==> src/rtl/lsu_pkg.sv <==
// Shared encodings for the load/store controller: access sizes, FSM states
// and the byte-count helper used by the alignment logic.
package lsu_pkg;

  localparam logic [1:0] SZ_B = 2'b00;
  localparam logic [1:0] SZ_H = 2'b01;
  localparam logic [1:0] SZ_W = 2'b10;
  localparam logic [1:0] SZ_D = 2'b11;

  typedef enum logic [2:0] {
    ST_IDLE,
    ST_READ,
    ST_MERGE,
    ST_CAPT,
    ST_WRITE,
    ST_RESP
  } state_e;

  function automatic logic [3:0] size_bytes(input logic [1:0] size);
    return 4'd1 << size;
  endfunction

endpackage

==> src/rtl/lsu_align.sv <==
// Combinational load extract/extend and store merge for a big-endian
// doubleword whose addressed byte sits in bits [63:56].
module lsu_align
  import lsu_pkg::*;
(
  input  logic [63:0] i_rd,
  input  logic [63:0] i_wdata,
  input  logic [1:0]  i_size,
  input  logic        i_unsigned,
  output logic [63:0] o_ldata,
  output logic [63:0] o_merged
);

  logic [6:0]  w_lo_bits;
  logic [63:0] w_hi_mask;
  logic [63:0] w_lo_mask;
  logic        w_sign;

  // w_lo_bits is the count of doubleword bits not covered by the access
  assign w_lo_bits = 7'd64 - {size_bytes(i_size), 3'b000};
  assign w_hi_mask = ~64'd0 << w_lo_bits;
  assign w_lo_mask = ~64'd0 >> w_lo_bits;

  // The field's sign bit is always bit 63 since the field is top-aligned
  assign w_sign   = ~i_unsigned & i_rd[63];
  assign o_ldata  = (i_rd >> w_lo_bits) | (w_sign ? ~w_lo_mask : 64'd0);
  assign o_merged = ((i_wdata << w_lo_bits) & w_hi_mask) | (i_rd & ~w_hi_mask);

endmodule

==> src/rtl/lsu_ctrl.sv <==
// Load/store controller: single outstanding request, read-modify-write for
// sub-doubleword stores, extended load data, one response per request.
module lsu_ctrl
  import lsu_pkg::*;
#(
  parameter int MEM_AW = 10
) (
  input  logic        clk,
  input  logic        reset,
  input  logic        req_valid,
  output logic        req_ready,
  input  logic        req_store,
  input  logic [1:0]  req_size,
  input  logic        req_unsigned,
  input  logic [63:0] req_addr,
  input  logic [63:0] req_wdata,
  output logic        resp_valid,
  input  logic        resp_ready,
  output logic [63:0] resp_rdata,
  output logic        resp_err,
  output logic [63:0] mem_address,
  output logic [63:0] mem_write_data,
  output logic        mem_read,
  output logic        mem_write,
  input  logic [63:0] mem_read_data
);

  state_e      r_state;
  state_e      w_next;
  logic        r_store;
  logic [1:0]  r_size;
  logic        r_unsigned;
  logic [63:0] r_addr;
  logic [63:0] r_wr_data;
  logic [63:0] r_rdata;
  logic        r_err;
  logic        w_accept;
  logic        w_oor;
  logic [63:0] w_ldata;
  logic [63:0] w_merged;

  assign w_oor     = |req_addr[63:MEM_AW];
  assign req_ready = (r_state == ST_IDLE);
  assign w_accept  = req_valid && req_ready;

  always_ff @(posedge clk) begin
    if (reset) r_state <= ST_IDLE;
    else       r_state <= w_next;
  end

  always_comb begin
    w_next = r_state;
    case (r_state)
      ST_IDLE: begin
        if (w_accept) begin
          if (w_oor)                            w_next = ST_RESP;
          else if (req_store && req_size == SZ_D) w_next = ST_WRITE;
          else                                  w_next = ST_READ;
        end
      end
      ST_READ:  w_next = r_store ? ST_MERGE : ST_CAPT;
      ST_MERGE: w_next = ST_WRITE;
      ST_CAPT:  w_next = ST_RESP;
      ST_WRITE: w_next = ST_RESP;
      ST_RESP:  if (resp_ready) w_next = ST_IDLE;
      default:  w_next = ST_IDLE;
    endcase
  end

  // Request latch at acceptance; merge and capture reuse the same registers
  always_ff @(posedge clk) begin
    if (reset) begin
      r_store    <= 1'b0;
      r_size     <= SZ_B;
      r_unsigned <= 1'b0;
      r_addr     <= 64'd0;
      r_wr_data  <= 64'd0;
      r_rdata    <= 64'd0;
      r_err      <= 1'b0;
    end else begin
      case (r_state)
        ST_IDLE: begin
          if (w_accept) begin
            r_store    <= req_store;
            r_size     <= req_size;
            r_unsigned <= req_unsigned;
            r_addr     <= req_addr;
            r_wr_data  <= req_wdata;
            r_rdata    <= 64'd0;
            r_err      <= w_oor;
          end
        end
        ST_MERGE: r_wr_data <= w_merged;
        ST_CAPT:  r_rdata   <= w_ldata;
        default:  ;
      endcase
    end
  end

  lsu_align u_align (
    .i_rd       (mem_read_data),
    .i_wdata    (r_wr_data),
    .i_size     (r_size),
    .i_unsigned (r_unsigned),
    .o_ldata    (w_ldata),
    .o_merged   (w_merged)
  );

  assign mem_read       = (r_state == ST_READ);
  assign mem_write      = (r_state == ST_WRITE);
  assign mem_address    = r_addr;
  assign mem_write_data = r_wr_data;
  assign resp_valid     = (r_state == ST_RESP);
  assign resp_rdata     = r_rdata;
  assign resp_err       = r_err;

endmodule

==> config.mk <==
export PLATFORM = sky130hd
export DESIGN_NAME = lsu_ctrl
export DESIGN_NICKNAME = d
export VERILOG_FILES = /design/src/rtl/lsu_pkg.sv /design/src/rtl/lsu_align.sv /design/src/rtl/lsu_ctrl.sv
export SDC_FILE = /design/constraint.sdc
export NUM_CORES = 1
export LEC_CHECK = 0
export CAP_MARGIN = 25
export CORE_MARGIN = 3
export CORE_UTILIZATION = 44
export CTS_CLUSTER_DIAMETER = 100
export DETAILED_ROUTE_END_ITERATION = 16
export PLACE_DENSITY = 0.81
export SYNTH_ARGS = -nofsm -noshare
export SYNTH_HDL_FRONTEND = slang
export SYNTH_HIERARCHICAL = 1
export SYNTH_SLANG_ARGS = --single-unit
==> constraint.sdc <==
create_clock -name clk -period 2 [get_ports clk]
set_input_delay 0.4 -clock clk [delete_from_list [all_inputs] [get_ports clk]]
set_output_delay 0.4 -clock clk [all_outputs]
set_load 0.02 [all_outputs]
# --- Word-level counts from Yosys, hierarchy flattened ---
# Index checks and enable logic that the tools add are counted.
classes:
  bitwise_logic: 8
  addsub: 1
  mux: 11
  n_eq_ne: 8
  reduce_logical: 11
  shift: 5
ops:
  columns: ["cell", "count"]
  rows:
  - ["64-bit one-hot mux with 2 select lines", 2]
  - ["64-bit two-way mux", 3]
  - ["64-bit bitwise AND", 2]
  - ["64-bit NOT", 2]
  - ["64-bit bitwise OR", 2]
  - ["64-bit by 7-bit left shift with 64-bit output", 1]
  - ["64-bit by 7-bit left shift with 64-bit output (first input constant)", 1]
  - ["64-bit by 7-bit >> shifter with 64-bit output", 1]
  - ["64-bit by 7-bit >> shifter with 64-bit output (first input constant)", 1]
  - ["54-bit OR reduction", 1]
  - ["3-bit one-hot mux with 5 select lines", 1]
  - ["3-bit two-way mux", 4]
  - ["2-bit AND reduction", 4]
  - ["7-bit subtractor (first input constant)", 1]
  - ["3-bit by 2-bit equality test with 1-bit output (second input constant)", 2]
  - ["3-bit equality test (second input constant)", 2]
  - ["2-bit by 1-bit inequality test with 1-bit output (second input constant)", 2]
  - ["2-bit nonzero test", 2]
  - ["1-bit by 2-bit left shift with 4-bit output (first input constant)", 1]
  - ["3-bit by 1-bit equality test with 1-bit output (second input constant)", 1]
  - ["3-bit logical NOT", 1]
  - ["2-bit equality test (second input constant)", 1]
  - ["1-bit logical AND", 2]
  - ["2-bit OR reduction", 1]
  - ["3 further kinds", 3]
word_totals:
  regBits: 200
  wordCells: 52
  in_bits: 200
  out_inout_bits: 197

# --- Longest topological paths before layout ---
# Gate-level depths: netlist (run 1).
depth:
  word_depth: 7
  ltp_mapped: 7
  mapped_depth_nobuf: 4

# --- By module ---
# The synthesis (run 1) kept the hierarchy.
by_module_without_submodules:
  columns: ["mod", "cells_each", "area_each_um2", "instances"]
  rows:
  - ["lsu_ctrl", 910, 7773.7, 1]
  - ["lsu_align", 258, 2298.5, 1]

# --- Worst setup path after synthesis (run 1) ---
# No wires, ideal clock.
synth_path:
  kind: "reg-to-reg"
  start: "register r_state[2]"
  end: "register r_rdata[61], in the netlist resp_rdata[61]"
  period_less_slack_ps: 1591
  arrival_ps: 1458
  required_time_ps: 1868
  path_buffers: 3
  setup_ps: 132
  path_stages_with_launch: 8
  path_slack_ps: 409
  path_cell_list: "dfxtp_1 > buf_4 > nor3_2 > nand2_2 > buf_4 > buf_2 > nand3_1 > a21oi_1"
synth_between:
  elab_chain_len: 4
  elab_cells_between_ends: 7
  classes_between: "2 x eq/ne; 1 x mux; 4 x reduce/logical"
synth_lines:
  columns: ["element", "line_no", "text"]
  rows:
  - ["from (decl)", "lsu_ctrl.sv:28", "state_e r_state;"]
  - ["from (signal assigned)", "lsu_ctrl.sv:48", "else r_state <= w_next;"]
  - ["3-bit logical NOT (*)", "lsu_ctrl.sv:43", "assign req_ready = (r_state == ST_IDLE);"]
  - ["named net req_ready", "lsu_ctrl.sv:11", "output logic req_ready,"]
  - ["1-bit logical AND", "lsu_ctrl.sv:44", "assign w_accept = req_valid && req_ready;"]
  - ["2-bit by 1-bit inequality test with 1-bit output (no line)", null, null]
  - ["2-bit AND reduction (no line)", null, null]
  - ["to (signal assigned)", "lsu_ctrl.sv:94", "ST_CAPT: r_rdata <= w_ldata;"]
  - ["to (decl)", "lsu_ctrl.sv:35", "logic [63:0] r_rdata;"]
# The timed path passes the listed nets; every way through them passes the cells marked *.
# A chain may end at the register's enable or synchronous reset.

# --- Worst setup path after layout (run 1) ---
layout_path:
  start: "register r_wr_data[1], in the netlist mem_write_data[1]"
  end: "output port mem_write_data[1]"
layout_lines:
  columns: ["element", "line_no", "text"]
  rows:
  - ["from (decl)", "lsu_ctrl.sv:34", "logic [63:0] r_wr_data;"]
  - ["from (signal assigned)", "lsu_ctrl.sv:88", "r_wr_data <= req_wdata;"]
  - ["from (signal assigned)", "lsu_ctrl.sv:93", "ST_MERGE: r_wr_data <= w_merged;"]
  - ["to (decl)", "lsu_ctrl.sv:22", "output logic [63:0] mem_write_data,"]
# No word-level cell between the ends.

==> out/qor.yml, run 1 <==
run_status: "finished clean"
cp.arrival_ns: 1.57
path_clk_slew_ns: 0.08
numClockSinks: 200
post_drt_via_cell_ratio: 5.80
avgRoutedWirePerCell_microns: 22.7
power_density_nw_per_um2: 857
vdd_drop_max_v: 0.000482
synth_edf_count: 0
critical_path_class: "flip-flop to output pin"
ff2ff_path_depth: 5
cp.required_ns: 1.60
ant_nets: 0
grt_pass1_vias: 10200
gp_congestion: 0.892
reg2reg_from: "r_state[2]"
clockBufferDepth: 2
fp.dieH_microns: 157
grt_first_pass_wirelength_microns: 60500
cts_tree: "yes"
syn_avg_cell_area_sq_um: 8.62
postCtsSetupRepairBufs: 0
whs_endpoint: "mem_address[12]"
cap_violations: 0
yosysUniqueCellTypes: 41
synth-seq-area-share_pct: 39.8
netlist_area_sq_um: 10100
min_from: "mem_address[12]"
hold_class: "flip-flop to flip-flop"
holdBufCountCts: 0
clkLatencyLatePin_ns: 0.43
syn_inst: 1168
gr-total-overflow: 0
slew-limit-headroom_pct: 31.6
cp_max_fo: 2
cp_top_family: "buffers and inverters"
cp_cell_sequence: "clkdlybuf4s50_1"
drt_wl_total_microns: 41500
num_rows: 54
endpoint_kind: "output pin"
synth_ff_type: "dfxtp_1"
numCtsBuffers: 17
r2r_slack_ns: 0.12
finalHoldViolCount: 0
areaGrowthSynthToFinish_pct: 49.4
hpwl_microns: 31000
vias: 10600
syn-num-nets: 1368
grt_max_degree: 69
start_util_pct: 45.4
hold_depth: 2
drive_gt1_share_pct: 14.8
utilization_pct: 67.9
drv_slew: 0
yosys_warnings: 6
min_period_ns: 1.97
cts_htree_levels: 4
grtUsageTotal_pct: 31.9
r2r-end: "mem_write_data[59]"
async_reset_ff_share_pct: 0
max_stage_delay_ns: 0.68
core_sq_um: 22200
power_leakage_nw: 5.48
clock.fmax_ghz: 0.508
die_w_microns: 157
rsz0062_at_grt: "no"
die_area_sq_um: 24700
ios: 397
first_pass_iters: 7
final.setup_skew_ns: 0.0130
antenna_found_initial: 1
startpoint_type: "flip-flop"
fin_crit_sh_pct: 98.4
crit_buf_inv: 1
finalSetupViolations: 0
io_buffers: 396
drc_errors: 0
fin_nets: 1739
first_iter_violations: 1148
tightest_slew_ns: 1.03
setup_tns_ns: 0
clockRootBuffer: "clkbuf_16"
critPathSlowestCell: "clkdlybuf4s50_1"
synth.ff_latch_count: 200
-- how the worst max path moves through the flow --
stage | end | start | cells after the start
floorplan | resp_rdata[61] | r_state[2] | 7
global placement | resp_err | req_addr[42] | 7
detailed placement | r_state[0] | req_addr[42] | 7
CTS | mem_write_data[2] | mem_write_data[2] | 1
global route | mem_write_data[31] | mem_write_data[31] | 1
finish | mem_write_data[1] | mem_write_data[1] | 1
-- metal layers --
metal	up-vias	share of wire [%]	global-route usage (%)
met5	-	0	0
met1	4996	37	38.9
met3	112	11	9.38
met2	682	47	52.9
met4	0	4.3	13.4
li1	4839	-	-
-- layout by cell type, fill, tap and decap left out, types with 4 or more instances in the layout --
cell	count
buf_12	18
clkbuf_16	17
nand3_1	65
nor4_1	14
nor2_1	21
buf_4	46
dfxtp_2	4
a21oi_1	160
dlygate4sd2_1	4
inv_8	4
mux2_2	32
a21oi_2	60
dfxtp_1	194
mux2i_1	71
inv_1	32
clkdlybuf4s50_1	388
mux4_2	24
o21ai_0	16
a22oi_1	71
nand2_1	265
-- Yosys cell counts (all sizes together), types with 2 or more instances --
library cell	n	area, sq um
nand2	268	1020
nor3b	3	33.8
nor4	14	87.6
a211oi	2	15.0
nand2b	2	12.5
nor2	22	98.9
a22oi	71	533
buf	80	559
mux4	24	541
a21oi	220	1330
and2	2	12.5
mux2i	71	711
nand4	3	18.8
mux2	32	360
clkbuf	28	105
nand3	65	325
o21ai	16	80.1
inv	32	120
dfxtp	200	4000
-- sequential cells by signal, summed over array words and instances, names as in the netlist --
signal	flops
mem_write_data	64
r_unsigned	1
r_size	2
r_state	3
resp_err	1
mem_address	64
r_store	1
resp_rdata	64
-- stage by stage --
stage | area [sq um] | total power, mW | worst slack, ns | std cells | hold WS, ns
floorplan | 10100 | 7.42 | 0.409 | 1168 | 0.437
global placement | 14500 | 9.41 | -0.278 | 1800 | 0.441
detailed placement | 14500 | 9.48 | -0.286 | 1800 | 0.446
CTS | 15000 | 12.9 | 0.0285 | 1832 | 0.457
global route | 15000 | 13.4 | 0.00372 | 1832 | 0.474
finish | 15000 | 12.9 | 0.0328 | 1833 | 0.456
-- repair_timing --
item / CTS / global route
pin swaps: 0 / 0
cloned: 0 / 0
gates resized for setup: 8 / 3
setup endpoints to repair: 5 / 3
-- cells by family (layout without fill, tap and decap cells) --
logic type | count (synthesis) | after routing | share of synthesized area (%)
AOI/OAI and AO/OA | 314 | 314 | 19.8
DFF | 200 | 200 | 39.8
muxes | 127 | 127 | 16.0
buffers and inverters | 140 | 524 | 7.79
other | 0 | 1 | 0
and+or+nand+nor | 387 | 387 | 16.7
-- where the power goes --
part	internal, mW	switching, mW	total, mW
clock network	1.67	1.77	3.44
registers	4.40	0.375	4.78
logic	2.10	2.58	4.68
-- cell type report --
type                            instances  area [sq um]
Clock buffer                           17           425
Sequential cell                       200          4020
Multi-Input combinational cell        828          5300
Fill cell                            1740          7110
Clock inverter                         15           158
Tap cell                              280           350
Inverter                               32           120
Antenna cell                            1          2.50
Timing Repair Buffer                  460          4680
No activity file was read; power rests on OpenSTA's default activity.
==> run 2, diff against run 1 <==
--- a/config.mk
+++ b/config.mk
@@ -9,6 +9,7 @@
 export CORE_MARGIN = 3
 export CORE_UTILIZATION = 44
 export CTS_CLUSTER_DIAMETER = 100
+export CTS_CLUSTER_SIZE = 8
 export DETAILED_ROUTE_END_ITERATION = 16
 export PLACE_DENSITY = 0.81
 export SYNTH_ARGS = -nofsm -noshare
==> results of run 2 <==
The final DEF is identical to that of run 1; final timing and power are the same.
